[src/rtl/cpu_pkg.sv]
// Shared definitions for the fetch/sequencing engine: opcodes, flow-control
// encodings, FSM states and instruction field positions.
package cpu_pkg;

   localparam int DEF_ADDR_W  = 8;
   localparam int DEF_INSTR_W = 16;
   localparam int DEF_DATA_W  = 16;

   localparam logic [3:0] OP_ADD    = 4'h0;
   localparam logic [3:0] OP_SUB    = 4'h1;
   localparam logic [3:0] OP_AND    = 4'h2;
   localparam logic [3:0] OP_OR     = 4'h3;
   localparam logic [3:0] OP_XOR    = 4'h4;
   localparam logic [3:0] OP_SLT    = 4'h5;
   localparam logic [3:0] OP_ADDI   = 4'h6;
   localparam logic [3:0] OP_LW     = 4'h7;
   localparam logic [3:0] OP_SW     = 4'h8;
   localparam logic [3:0] OP_BEQ    = 4'h9;
   localparam logic [3:0] OP_JI     = 4'hA;
   localparam logic [3:0] OP_JR     = 4'hB;
   localparam logic [3:0] OP_WR7SEG = 4'hC;
   localparam logic [3:0] OP_WRLEDS = 4'hD;
   localparam logic [3:0] OP_RDSW   = 4'hE;

   localparam logic [1:0] JIJR_NONE = 2'b00;
   localparam logic [1:0] JIJR_JR   = 2'b01;
   localparam logic [1:0] JIJR_JI   = 2'b10;

   localparam int OPC_MSB = 15;
   localparam int OPC_LSB = 12;
   localparam int RD_MSB  = 11;
   localparam int RD_LSB  = 8;
   localparam int RS_MSB  = 7;
   localparam int RS_LSB  = 4;
   localparam int OFF_MSB = 3;
   localparam int OFF_LSB = 0;
   localparam int JI_MSB  = 7;
   localparam int JI_LSB  = 0;

   typedef enum logic [2:0] {
      ST_IDLE    = 3'd0,
      ST_FETCH   = 3'd1,
      ST_DECODE  = 3'd2,
      ST_EXEC    = 3'd3,
      ST_IO_WAIT = 3'd4
   } state_t;

   function automatic logic [15:0] sext4(input logic [3:0] v);
      return {{12{v[3]}}, v};
   endfunction

endpackage

[src/rtl/fetch_sequencer_if.sv]
// Bundle of ROM, decoder and peripheral signals around the fetch sequencer.
interface fetch_sequencer_if
   import cpu_pkg::*;
#(
   parameter int ADDR_W  = DEF_ADDR_W,
   parameter int INSTR_W = DEF_INSTR_W,
   parameter int DATA_W  = DEF_DATA_W
);
   logic               run_i;
   logic [ADDR_W-1:0]  imem_addr_o;
   logic [INSTR_W-1:0] imem_data_i;
   logic [INSTR_W-1:0] instr_o;
   logic [3:0]         opcode_o;
   logic               beq_i;
   logic [1:0]         jijr_i;
   logic               regwrite_i;
   logic               wr7seg_i;
   logic               wrleds_i;
   logic               zero_i;
   logic [DATA_W-1:0]  rs_data_i;
   logic               io_busy_i;
   logic               regwrite_o;
   logic               wr7seg_o;
   logic               wrleds_o;
   logic [ADDR_W-1:0]  pc_o;
   logic [2:0]         state_o;

   modport master (
      input  run_i, imem_data_i, beq_i, jijr_i, regwrite_i, wr7seg_i, wrleds_i,
             zero_i, rs_data_i, io_busy_i,
      output imem_addr_o, instr_o, opcode_o, regwrite_o, wr7seg_o, wrleds_o,
             pc_o, state_o
   );

   modport slave (
      output run_i, imem_data_i, beq_i, jijr_i, regwrite_i, wr7seg_i, wrleds_i,
             zero_i, rs_data_i, io_busy_i,
      input  imem_addr_o, instr_o, opcode_o, regwrite_o, wr7seg_o, wrleds_o,
             pc_o, state_o
   );
endinterface

[src/rtl/fetch_sequencer_next_pc.sv]
// Combinational next-PC selection: Ji over Jr over taken BEQ over sequential.
module next_pc_calc
   import cpu_pkg::*;
#(
   parameter int ADDR_W = DEF_ADDR_W
) (
   input  logic [ADDR_W-1:0] pc,
   input  logic [7:0]        instr_lo,
   input  logic              beq,
   input  logic [1:0]        jijr,
   input  logic              zero,
   input  logic [ADDR_W-1:0] rs_data,
   output logic [ADDR_W-1:0] next_pc
);
   logic [ADDR_W-1:0] pc_inc_s;
   logic [15:0]       off_ext_s;

   assign pc_inc_s  = pc + ADDR_W'(1);
   assign off_ext_s = sext4(instr_lo[OFF_MSB:OFF_LSB]);

   // Lower-priority inputs may be x from the decoder, so they are only looked at when reached
   always_comb begin
      next_pc = pc_inc_s;
      if (jijr[1]) begin
         next_pc = ADDR_W'(instr_lo[JI_MSB:JI_LSB]);
      end else if (jijr[0]) begin
         next_pc = rs_data;
      end else if (beq && zero) begin
         next_pc = pc_inc_s + off_ext_s[ADDR_W-1:0];
      end else begin
         next_pc = pc_inc_s;
      end
   end
endmodule

[src/rtl/fetch_sequencer.sv]
// Fetch/decode/execute sequencer: drives ROM address, holds IR, applies next-PC
// and turns decoder levels into one-cycle write strobes, stalling on busy I/O.
module fetch_sequencer
   import cpu_pkg::*;
#(
   parameter int ADDR_W  = DEF_ADDR_W,
   parameter int INSTR_W = DEF_INSTR_W,
   parameter int DATA_W  = DEF_DATA_W
) (
   input logic                clk,
   input logic                rst_n,
   fetch_sequencer_if.master  bus
);
   state_t             state_r;
   logic [ADDR_W-1:0]  pc_r;
   logic [INSTR_W-1:0] ir_r;
   logic [ADDR_W-1:0]  next_pc_s;
   logic               io_req_s;
   logic               commit_s;

   next_pc_calc #(.ADDR_W(ADDR_W)) u_next_pc (
      .pc       (pc_r),
      .instr_lo (ir_r[7:0]),
      .beq      (bus.beq_i),
      .jijr     (bus.jijr_i),
      .zero     (bus.zero_i),
      .rs_data  (bus.rs_data_i[ADDR_W-1:0]),
      .next_pc  (next_pc_s)
   );

   assign io_req_s = bus.wr7seg_i | bus.wrleds_i;

   // The instruction retires in EXEC unless it needs the busy peripheral, else when busy drops
   always_comb begin
      commit_s = 1'b0;
      case (state_r)
         ST_EXEC:    commit_s = ~(io_req_s & bus.io_busy_i);
         ST_IO_WAIT: commit_s = ~bus.io_busy_i;
         default:    commit_s = 1'b0;
      endcase
   end

   // Sequencer FSM with PC and instruction register
   always_ff @(posedge clk or negedge rst_n) begin
      if (!rst_n) begin
         state_r <= ST_IDLE;
         pc_r    <= {ADDR_W{1'b0}};
         ir_r    <= {INSTR_W{1'b0}};
      end else begin
         case (state_r)
            ST_IDLE: begin
               if (bus.run_i) state_r <= ST_FETCH;
               else           state_r <= ST_IDLE;
            end
            ST_FETCH: state_r <= ST_DECODE;
            ST_DECODE: begin
               ir_r    <= bus.imem_data_i;
               state_r <= ST_EXEC;
            end
            ST_EXEC, ST_IO_WAIT: begin
               if (commit_s) begin
                  pc_r    <= next_pc_s;
                  state_r <= bus.run_i ? ST_FETCH : ST_IDLE;
               end else begin
                  state_r <= ST_IO_WAIT;
               end
            end
            default: state_r <= ST_IDLE;
         endcase
      end
   end

   assign bus.imem_addr_o = pc_r;
   assign bus.pc_o        = pc_r;
   assign bus.instr_o     = ir_r;
   assign bus.opcode_o    = ir_r[OPC_MSB:OPC_LSB];
   assign bus.state_o     = state_r;
   assign bus.regwrite_o  = (state_r == ST_EXEC) & bus.regwrite_i;
   assign bus.wr7seg_o    = commit_s & bus.wr7seg_i;
   assign bus.wrleds_o    = commit_s & bus.wrleds_i;
endmodule

[src/flat_wrapper.sv]
// flat-port wrapper written by rule: the top's interface ports become plain ports
module fetch_sequencer_flat import cpu_pkg::*;
#(
   parameter int ADDR_W  = DEF_ADDR_W,
   parameter int INSTR_W = DEF_INSTR_W,
   parameter int DATA_W  = DEF_DATA_W
)
  (clk, rst_n, bus_run_i, bus_imem_data_i, bus_beq_i, bus_jijr_i, bus_regwrite_i, bus_wr7seg_i, bus_wrleds_i, bus_zero_i, bus_rs_data_i, bus_io_busy_i, bus_imem_addr_o, bus_instr_o, bus_opcode_o, bus_regwrite_o, bus_wr7seg_o, bus_wrleds_o, bus_pc_o, bus_state_o);
  fetch_sequencer_if #(.ADDR_W(ADDR_W), .INSTR_W(INSTR_W), .DATA_W(DATA_W)) bus_i ();
  input logic clk;
  input logic rst_n;
  input wire logic [$bits(bus_i.run_i)-1:0] bus_run_i;
  input wire logic [$bits(bus_i.imem_data_i)-1:0] bus_imem_data_i;
  input wire logic [$bits(bus_i.beq_i)-1:0] bus_beq_i;
  input wire logic [$bits(bus_i.jijr_i)-1:0] bus_jijr_i;
  input wire logic [$bits(bus_i.regwrite_i)-1:0] bus_regwrite_i;
  input wire logic [$bits(bus_i.wr7seg_i)-1:0] bus_wr7seg_i;
  input wire logic [$bits(bus_i.wrleds_i)-1:0] bus_wrleds_i;
  input wire logic [$bits(bus_i.zero_i)-1:0] bus_zero_i;
  input wire logic [$bits(bus_i.rs_data_i)-1:0] bus_rs_data_i;
  input wire logic [$bits(bus_i.io_busy_i)-1:0] bus_io_busy_i;
  output wire logic [$bits(bus_i.imem_addr_o)-1:0] bus_imem_addr_o;
  output wire logic [$bits(bus_i.instr_o)-1:0] bus_instr_o;
  output wire logic [$bits(bus_i.opcode_o)-1:0] bus_opcode_o;
  output wire logic [$bits(bus_i.regwrite_o)-1:0] bus_regwrite_o;
  output wire logic [$bits(bus_i.wr7seg_o)-1:0] bus_wr7seg_o;
  output wire logic [$bits(bus_i.wrleds_o)-1:0] bus_wrleds_o;
  output wire logic [$bits(bus_i.pc_o)-1:0] bus_pc_o;
  output wire logic [$bits(bus_i.state_o)-1:0] bus_state_o;
  assign bus_i.run_i = bus_run_i;
  assign bus_i.imem_data_i = bus_imem_data_i;
  assign bus_i.beq_i = bus_beq_i;
  assign bus_i.jijr_i = bus_jijr_i;
  assign bus_i.regwrite_i = bus_regwrite_i;
  assign bus_i.wr7seg_i = bus_wr7seg_i;
  assign bus_i.wrleds_i = bus_wrleds_i;
  assign bus_i.zero_i = bus_zero_i;
  assign bus_i.rs_data_i = bus_rs_data_i;
  assign bus_i.io_busy_i = bus_io_busy_i;
  assign bus_imem_addr_o = bus_i.imem_addr_o;
  assign bus_instr_o = bus_i.instr_o;
  assign bus_opcode_o = bus_i.opcode_o;
  assign bus_regwrite_o = bus_i.regwrite_o;
  assign bus_wr7seg_o = bus_i.wr7seg_o;
  assign bus_wrleds_o = bus_i.wrleds_o;
  assign bus_pc_o = bus_i.pc_o;
  assign bus_state_o = bus_i.state_o;
  fetch_sequencer #(.ADDR_W(ADDR_W), .INSTR_W(INSTR_W), .DATA_W(DATA_W)) u_core (.clk(clk), .rst_n(rst_n), .bus(bus_i));
endmodule
[config.mk]
export PLATFORM = sky130hd
export DESIGN_NAME = fetch_sequencer_flat
export DESIGN_NICKNAME = d
export VERILOG_FILES = /design/src/rtl/cpu_pkg.sv /design/src/rtl/fetch_sequencer_if.sv /design/src/rtl/fetch_sequencer_next_pc.sv /design/src/rtl/fetch_sequencer.sv /design/src/flat_wrapper.sv
export SDC_FILE = /design/constraint.sdc
export NUM_CORES = 1
export LEC_CHECK = 0
export CAP_MARGIN = 0
export CORE_MARGIN = 5
export CORE_UTILIZATION = 38
export DETAILED_ROUTE_END_ITERATION = 10
export HOLD_SLACK_MARGIN = 0.1
export PLACE_DENSITY = 0.81
export SYNTH_ARGS = -nofsm -noshare
export SYNTH_HDL_FRONTEND = slang
export SYNTH_SLANG_ARGS = --single-unit
[constraint.sdc]
create_clock -name clk -period 2.2 [get_ports clk]
set_input_delay 0.44 -clock clk [delete_from_list [all_inputs] [get_ports clk]]
set_output_delay 0.44 -clock clk [all_outputs]
set_load 0.01 [all_outputs]
==> flow_metrics.py, run 1 <==
metrics = {
    "cts": {
        "clk_pin_slew_worst_paths_ns": 0.10,
        "htree_levels": 1,
        "cts_tree": "yes",
        "root_buffer": "clkbuf_8",
        "clk_latency_ns": 0.28,
        "cts.sinks": 27,
        "cts_made_buffers": 3,
        "clock_path_buffers": 2,
        "ctsHoldBuffers": 0,
    },
    "timing": {
        "min_period_ns": 2.24,
        "setup_viol": 2,
        "rsz0062_at_grt": "yes",
        "fin_tns_setup_ns": -0.0412,
        "finalMaxSlewViolations": 0,
        "relSlewSlack_pct": 69.8,
        "fin_ws_ns": -0.0354,
        "worst_clock_skew_ns": 0.00855,
        "worstMarginPinSlew_ns": 0.453,
        "fin_crit_sh_pct": 102,
        "timing_hold_violations_final": 0,
        "hold_slack_ns": 0.513,
        "max_freq_mhz": 447,
    },
    "detailed_routing": {
        "finalWirelength_microns": 5240,
        "first_iter_violations": 81,
        "firstDrtPassIters": 4,
        "post_drt_wl_per_cell_microns": 14.8,
        "route.detailed.drc": 0,
        "antenna_left": 0,
        "vias": 1754,
        "vias_per_cell": 4.97,
    },
    "synthesis": {
        "syn_inst": 195,
        "ys_ff_latch": 27,
        "synth_fp_nets": 248,
        "yosysSeqAreaShare_pct": 36.1,
        "netlist_area_sq_um": 1870,
        "synth.distinct_cells": 43,
        "yosysWarnings": 0,
        "synth-edff-count": 0,
        "synthFlopType": "dfrtp_1",
        "synthArstFlopShare_pct": 100,
        "avgSynthCellArea_sq_um": 9.59,
    },
    "power": {
        "power.leakage_nw": 1.23,
        "cellPowerDensity_nw_per_um2": 1490,
        "vdd_drop_max_v": 0.000691,
    },
    "worst_setup_path": {
        "max_stage_delay_ns": 0.39,
        "end_kind": "flip-flop",
        "required_ns": 2.37,
        "critPathSlowestCell": "dfrtp_1",
        "regToRegEndpoint": "u_core.bus.imem_addr_o[5]",
        "r2r_slack_ns": -0.04,
        "r2r_cells": 10,
        "arrival_ns": 2.41,
        "cpMostUsedCell": "buf_4",
        "rr_startpoint": "u_core.bus.imem_addr_o[1]",
        "path_cells": "buf_4, buf_4, nand3_2, xnor2_2, ha_1, o211ai_1, o21ai_2, mux2i_1, a211o_1, a31o_2",
        "path_class": "flip-flop to flip-flop",
        "start_kind": "flip-flop",
        "crit_path_max_fanout": 3,
    },
    "placed_design": {
        "preCtsSetupSlack_ns": -0.182,
        "place_area_sq_um": 2760,
        "hpwl_microns": 3960,
        "portBuffers": 76,
        "place_congestion": 0.811,
    },
    "global_routing": {
        "track_usage_pct": 16.0,
        "grt_pass1_wl_microns": 8170,
        "grt_pass1_vias": 1785,
        "gr-total-overflow": 0,
        "antenna_found_initial": 0,
        "grt_max_degree": 28,
    },
    "layout": {
        "fin_area_sq_um": 2950,
        "fin_util_pct": 62.0,
        "syn_to_final_growth_pct": 57.7,
        "antenna_cells": 0,
        "final_nets": 340,
        "multi_input_area_sq_um": 1140,
        "drive_above_1_share_pct": 27.3,
        "fillers": 418,
        "layout.area.seq_sq_um": 681,
    },
    "min_path": {
        "min_from": "u_core.bus.instr_o[8]",
        "hp-class": "flip-flop to flip-flop",
        "hold_depth": 1,
        "hold_path_end": "u_core.bus.instr_o[8]",
    },
    "run": {
        "maxCapViolCount": 0,
    },
    "floorplanning": {
        "start_util_pct": 39.3,
        "fp.dieW_microns": 80.1,
        "row_count": 25,
        "die_h_microns": 80.1,
        "core_sq_um": 4750,
        "fp.dieArea_sq_um": 6420,
        "ioPinCount": 85,
    },
    "run_status": {
        "failed_checks": "negative setup slack",
        "outcome": "complete, but fails checks",
    },
}
[critical path: cells and delay by family, from the launching register on]
| kind | cells | cell delay [ns] |
|---|---|---|
| XOR/XNOR | 1 | 0.18 |
| AND/OR/NAND/NOR | 1 | 0.10 |
| multiplexers | 1 | 0.11 |
| adder cells (fa/ha/maj) | 1 | 0.33 |
| AO/OA/AOI/OAI | 4 | 0.81 |
| buffers and inverters | 2 | 0.24 |
| flip-flops | 1 | 0.39 |
[stage by stage]
stage,std cells,total power (W)
floorplan,195,0.00266
global placement,342,0.00376
detailed placement,342,0.00384
CTS,347,0.00422
global route,353,0.00470
finish,353,0.00438
[where the power goes]
part	switching [W]	total, W	leakage [nW]	internal [W]
sequential	0.000278	0.00103	0.320	0.000751
clock	0.000158	0.000287	0.0217	0.000129
combinational	0.00130	0.00306	0.887	0.00176
[cells in the mapped netlist (2+ instances only)]
library cell,instances,area (sq um)
nor2b_1,3,18.8
mux2_2,16,180
clkbuf_1,3,11.3
xor2_1,4,35.0
o211ai_1,2,15.0
dfrtp_1,27,676
buf_6,2,22.5
buf_4,13,97.6
nor3_1,8,40.0
o21ai_0,13,65.1
xnor2_1,5,43.8
ha_1,9,113
a21oi_1,10,50.1
mux2i_1,5,50.1
inv_1,4,15.0
o31a_1,2,17.5
and2_1,2,12.5
nand2b_1,3,18.8
a211oi_1,3,22.5
a21o_1,2,15.0
nand2_1,22,82.6
nand3_1,3,15.0
nor2_1,14,52.6
[final cells by class]
class / count / share of cell area [%]
well taps: 67 / 2.84
flip-flops and latches: 27 / 23.1
clock inverters: 1 / 0.255
inverters: 4 / 0.509
multi-input cells: 146 / 38.8
repair buffers: 105 / 33.1
clock buffers: 3 / 1.40
[layout by cell type (no fill, tap or decap), types with 3 or more instances in the layout]
cell,synthesis,layout
o21ai_0,13,11
nor2b_1,3,3
xnor2_1,5,3
dfrtp_1,27,23
nor3_1,8,7
nand2b_1,3,3
xor2_1,4,3
a211oi_1,3,3
dfrtp_2,0,4
mux2i_1,5,4
mux2_2,16,16
nor2_1,14,12
clkdlybuf4s50_1,0,74
buf_4,13,29
nand2_1,22,20
clkbuf_8,0,3
inv_1,4,4
a21oi_1,10,8
ha_1,9,6
[routing by layer]
layer | share of wire [%] | global-route usage (%) | vias up
met5 | 0 | 0 | -
met4 | 1.6 | 5.07 | 0
li1 | - | - | 867
met1 | 41 | 19.0 | 824
met3 | 5.8 | 3.48 | 8
met2 | 51 | 28.5 | 55
[logic make-up after synthesis]
group / Yosys count / share of synthesized area (%)
mux: 21 / 12.3
buf+inv: 22 / 7.83
compound gates: 44 / 15.6
simple gates: 62 / 16.8
xor+xnor: 9 / 4.22
flops: 27 / 36.1
fa+ha+maj: 10 / 7.10
[registers in the layout, indices dropped and copies added, names as in the netlist]
name                    count
u_core.bus.instr_o         16
u_core.bus.imem_addr_o      8
u_core.bus.state_o          3
[how the worst max path moves through the flow]
| stage | slack (ns) | endpoint | start | cells after the start |
|---|---|---|---|---|
| after global routing | -0.16 | u_core.bus.imem_addr_o[7] | u_core.bus.imem_addr_o[3] | 9 |
| after CTS | 0.01 | u_core.bus.imem_addr_o[5] | u_core.bus.imem_addr_o[1] | 9 |
| final | -0.04 | u_core.bus.imem_addr_o[5] | u_core.bus.imem_addr_o[1] | 10 |
| after detailed placement | -0.18 | bus_wr7seg_o | bus_io_busy_i | 5 |
| after floorplan | 0.03 | u_core.bus.imem_addr_o[4] | u_core.bus.imem_addr_o[0] | 7 |
| after global placement | -0.14 | bus_wrleds_o | bus_io_busy_i | 5 |
[what timing repair did]
action | CTS | global route
gates cloned | 0 | 0
endpoints found under the setup margin | 5 | 5
setup buffers | 1 | 6
pin swaps | 7 | 14
hold endpoints to repair | 0 | 0
gates resized for setup | 10 | 15
Power figures use the tool's default switching activity.
==> run 2, diff against run 1 <==
--- a/config.mk
+++ b/config.mk
@@ -5,7 +5,6 @@
 export SDC_FILE = /design/constraint.sdc
 export NUM_CORES = 1
 export LEC_CHECK = 0
-export CAP_MARGIN = 0
 export CORE_MARGIN = 5
 export CORE_UTILIZATION = 38
 export DETAILED_ROUTE_END_ITERATION = 10
==> results of run 2 <==
Final layout, timing and power as in run 1 (identical DEF).
==> run 3, diff against run 2 <==
--- a/config.mk
+++ b/config.mk
@@ -8,6 +8,7 @@
 export CORE_MARGIN = 5
 export CORE_UTILIZATION = 38
 export DETAILED_ROUTE_END_ITERATION = 10
+export GPL_ROUTABILITY_DRIVEN = 0
 export HOLD_SLACK_MARGIN = 0.1
 export PLACE_DENSITY = 0.81
 export SYNTH_ARGS = -nofsm -noshare
==> results of run 3 <==
Final layout, timing and power as in run 1 (identical DEF).
==> RTL change 1, RTL diff (flow settings as in run 3) <==
`DEF_ADDR_W`: 8 -> 9.
--- a/src/rtl/cpu_pkg.sv
+++ b/src/rtl/cpu_pkg.sv
@@ -2,7 +2,7 @@
 // encodings, FSM states and instruction field positions.
 package cpu_pkg;
 
-   localparam int DEF_ADDR_W  = 8;
+   localparam int DEF_ADDR_W  = 9;
    localparam int DEF_INSTR_W = 16;
    localparam int DEF_DATA_W  = 16;
 
Interface: changed (resized bus_imem_addr_o and bus_pc_o); port bits go from 85 to 87. No check against the original RTL was run, so the function may have changed too.
==> RTL change 1 against run 3 <==
  * The flow still finishes with violations (setup timing)
  * Total power increased by 21%
  * Sequential cell count grew 1
  * Synthesized area up 7.2%
  * Critical path type unchanged
  * Largest cell class unchanged
  * Cell area up 10%
  * Worst setup slack got worse by 220 ps
  * Global-route usage up 1.3 points
  * Routed wire length increased by 12%
  * First-iteration DRC count down 40%
==> RTL change 1: results <==
placed_design:
  pre_cts_ws_ps: -293.1
  post-dp-hpwl_mm: 4.426
  port_buffers: 79
detailed_routing:
  drt_iter0_markers: 49
  wire_per_inst_um: 15.84
  routed_via_density: 5.095
  wl_met3_um: 390
  wl_mm: 5.846
  wl_met2_mm: 2.985
timing:
  maxSlewHeadroom_pct: 68.25
  fin_ws_ps: -251.1
  tns_ps: -843.3
  skew_ps: 3.441
  setup_viol_count_final: 6
  holdWs_ps: 513.8
pwr:
  swShare_pct: 40.30
  ir_drop_mv: 0.7305
  combPwrFrac_pct: 73.5
  netSwitchingPower_mw: 2.135
final_layout:
  clock_buffers: 4
  stdcell_area_mm2: 0.003242
  nMultiInputCombCells: 147
  n_all_inverters: 7
  fin_nets: 354
global_route:
  grt_pass1_wl_mm: 9.101
  grt_usage_pct: 17.32
  grt_use_met1_pct: 21.59
synth:
  synthTopCellsByArea: "dfrtp_1 (35%), mux2_2 (11%), ha_1 (6.2%), buf_4 (4.9%), o21ai_0 (3.2%)"
  yosys.area_share.adder_pct: 7.241
  synth_compound_area_share_pct: 14.79
  synthTopCellsByCount: "dfrtp_1 (28), mux2_2 (19), buf_4 (13), o21ai_0 (13), nand2_1 (12)"
  syn-num-nets: 257
cts:
  clkSinkCount: 28
  cts_setup_buffers: 3
  cts_resized: 20
critical_path:
  r2r-end: "u_core.bus.imem_addr_o[8]"
  r2r_start: "u_core.bus.imem_addr_o[3]"
floorplan:
  core-area_mm2: 0.005107
status:
  outcome: "complete, but fails checks"
  failed_checks: "setup timing"
-- RTL change 1: worst max-delay path by stage --
stage	start	end	slack (ps)
after detailed placement	u_core.bus.imem_addr_o[3]	u_core.bus.imem_addr_o[8]	-290
final	u_core.bus.imem_addr_o[3]	u_core.bus.imem_addr_o[8]	-250
after CTS	u_core.bus.imem_addr_o[2]	u_core.bus.imem_addr_o[8]	-280
after global routing	u_core.bus.imem_addr_o[0]	u_core.bus.imem_addr_o[8]	-360
after floorplan	u_core.bus.imem_addr_o[2]	u_core.bus.imem_addr_o[8]	-120
after global placement	u_core.bus.imem_addr_o[3]	u_core.bus.imem_addr_o[8]	-210
-- RTL change 1: worst max-delay path, stage by stage, from the launching register on --
cell	delay (ps)
dfrtp_2	390
and4_4	260
nand4_4	110
xnor2_2	170
ha_4	290
o211ai_1	140
a211oi_2	230
nor3_1	90
nor3_2	240
xnor2_1	110
a221o_1	300
==> RTL change 2, RTL diff (config.mk and constraints of run 3) <==
Made on the original files. Reset style: synchronous (`rst_n`), changed in one clocked block.
--- a/src/rtl/fetch_sequencer.sv
+++ b/src/rtl/fetch_sequencer.sv
@@ -41,7 +41,7 @@
    end
 
    // Sequencer FSM with PC and instruction register
-   always_ff @(posedge clk or negedge rst_n) begin
+   always_ff @(posedge clk) begin
       if (!rst_n) begin
          state_r <= ST_IDLE;
          pc_r    <= {ADDR_W{1'b0}};
Check against the original RTL: differs if rst_n is asserted again (counterexample within 4 cycles, from zero or initial values and one cycle with rst_n low); with rst_n held inactive, the same outputs for 10 cycles.
==> RTL change 2 against run 3 <==
  * The flow still finishes with violations (setup timing)
  * Via count rose by 12%
  * Sequential cell count unchanged
  * Routed wire length grew 4.1%
  * Worst setup slack got worse by 8.6 ps
  * Cell area shrank 4.0%
  * Global-route usage increased by 0.60 points
  * Synthesized area shrank 2.2%
  * Critical endpoint is now u_core.bus.imem_addr_o[7]
Power is left out: it rests on default switching activity, and per cell area and clock period it moved more than threefold.
==> RTL change 2: results <==
global_route:
  grt_pass1_vias: 1928
  antenna_found_initial: 0
  grt_pass1_wl_mm: 8.597
  grt_usage_pct: 16.61
  grt_max_degree: 19
cts:
  cts_buffers: 3
  cts_buffer_depth: 2
  htreeDepth: 1
  path_clk_slew_ps: 90
  cts_setup_buffers: 0
  clkLatencyLatePin_ps: 270
  cts_root_buf: "clkbuf_8"
detailed_routing:
  first_pass_iters: 4
  vias: 1967
  wl_mm: 5.457
  drt_iter0_markers: 93
  wire_per_inst_um: 15.07
synth:
  synthFlopType: "dfxtp_1"
  synthCells: 230
  syn-num-nets: 283
  synthTopCellsByCount: "nand2_1 (49), dfxtp_1 (27), a21boi_0 (18), buf_4 (12), o21ai_0 (10)"
  synthTopCellsByArea: "dfxtp_1 (30%), nand2_1 (10%), a21boi_0 (7.4%), ha_1 (6.2%), buf_4 (4.9%)"
  synth_cell_types: 43
  synth-async-reset-ratio_pct: 0
  seq_area_frac_synth_pct: 29.57
  ys_warn_count: 0
timing:
  tns_ps: -76.09
  fin_ws_ps: -43.96
  skew_ps: 5.594
  setup_viol_count_final: 2
  tightest_slew_ps: 352.3
status:
  outcome: "complete, but fails checks"
  failed_checks: "setup timing"
placed_design:
  port_buffers: 76
  dpl-instance-area_mm2: 0.002711
  post-dp-hpwl_mm: 4.140
critical_path:
  crit_family: "compound AO/OA/AOI/OAI gates"
  worst_path_largest_cell_delay_ps: 410
  crit_slowest_cell: "or3_4"
  path_max_fanout: 6
min_path:
  hp-class: "reg2reg"
final_layout:
  drive_gt1_share_pct: 16.88
  diodes: 0
  fin_nets: 362
  fillCellCount: 442
  largest_register_ffs: 16
RTL change 2: logic make-up after synthesis:
family	synth area share, %
and+or+nand+nor	21.63
AOI/OAI and AO/OA	26.83
buffers and inverters	9.035
DFF	29.57
adders and majority gates	7.255
xor gates and xnor gates	3.354
muxes	2.327
RTL change 2: cell type report:
| cell class | instances | area share, % |
|---|---|---|
| multi-input combinational | 174 | 43.08 |
| timing repair buffer | 98 | 32.68 |
| sequential | 27 | 19.59 |
| tap | 54 | 2.388 |
| clock buffer | 4 | 1.592 |
| inverter | 5 | 0.6634 |
RTL change 2: final timing paths:
kind                                   from                   endpoint  slack (ps)  cells after the start
hold reg to reg      u_core.bus.instr_o[10]     u_core.bus.instr_o[10]         470                      2
setup / recovery  u_core.bus.imem_addr_o[0]  u_core.bus.imem_addr_o[7]         -40                     10
setup reg to reg  u_core.bus.imem_addr_o[0]  u_core.bus.imem_addr_o[7]         -40                     10
hold / removal       u_core.bus.instr_o[10]     u_core.bus.instr_o[10]         470                      2
RTL change 2: worst register-to-register path, cell delays in order, from the launching register on:
cell	delay, ps
dfxtp_4	390
ha_4	150
nand2_2	60
or3_4	410
nand2_4	80
ha_4	200
a21oi_2	140
o21ai_2	80
o21a_1	200
o2111a_1	220
a211o_1	210
RTL change 2: per-stage QoR:
step                utilization, %  worst slack [ps]
finish                       60.29            -43.96
global route                 60.29            -148.6
CTS                          59.28            -22.02
detailed placement           57.79            -206.8
global placement             57.79            -133.1
floorplan                        -             15.16
RTL change 2: routing by layer:
layer,vias to the layer above,wire [um],track usage (%)
li1,972,-,-
met2,69,2596,28.62
met4,0,112,4.639
met5,-,0,0
met1,916,2298,20.12
met3,10,449,4.649
RTL change 2: what timing repair did:
item / 4_1_cts / 5_1_grt
pin swaps: 2 / 7
setup endpoints to repair: 4 / 5
cloned: 0 / 0
resized for setup: 11 / 11
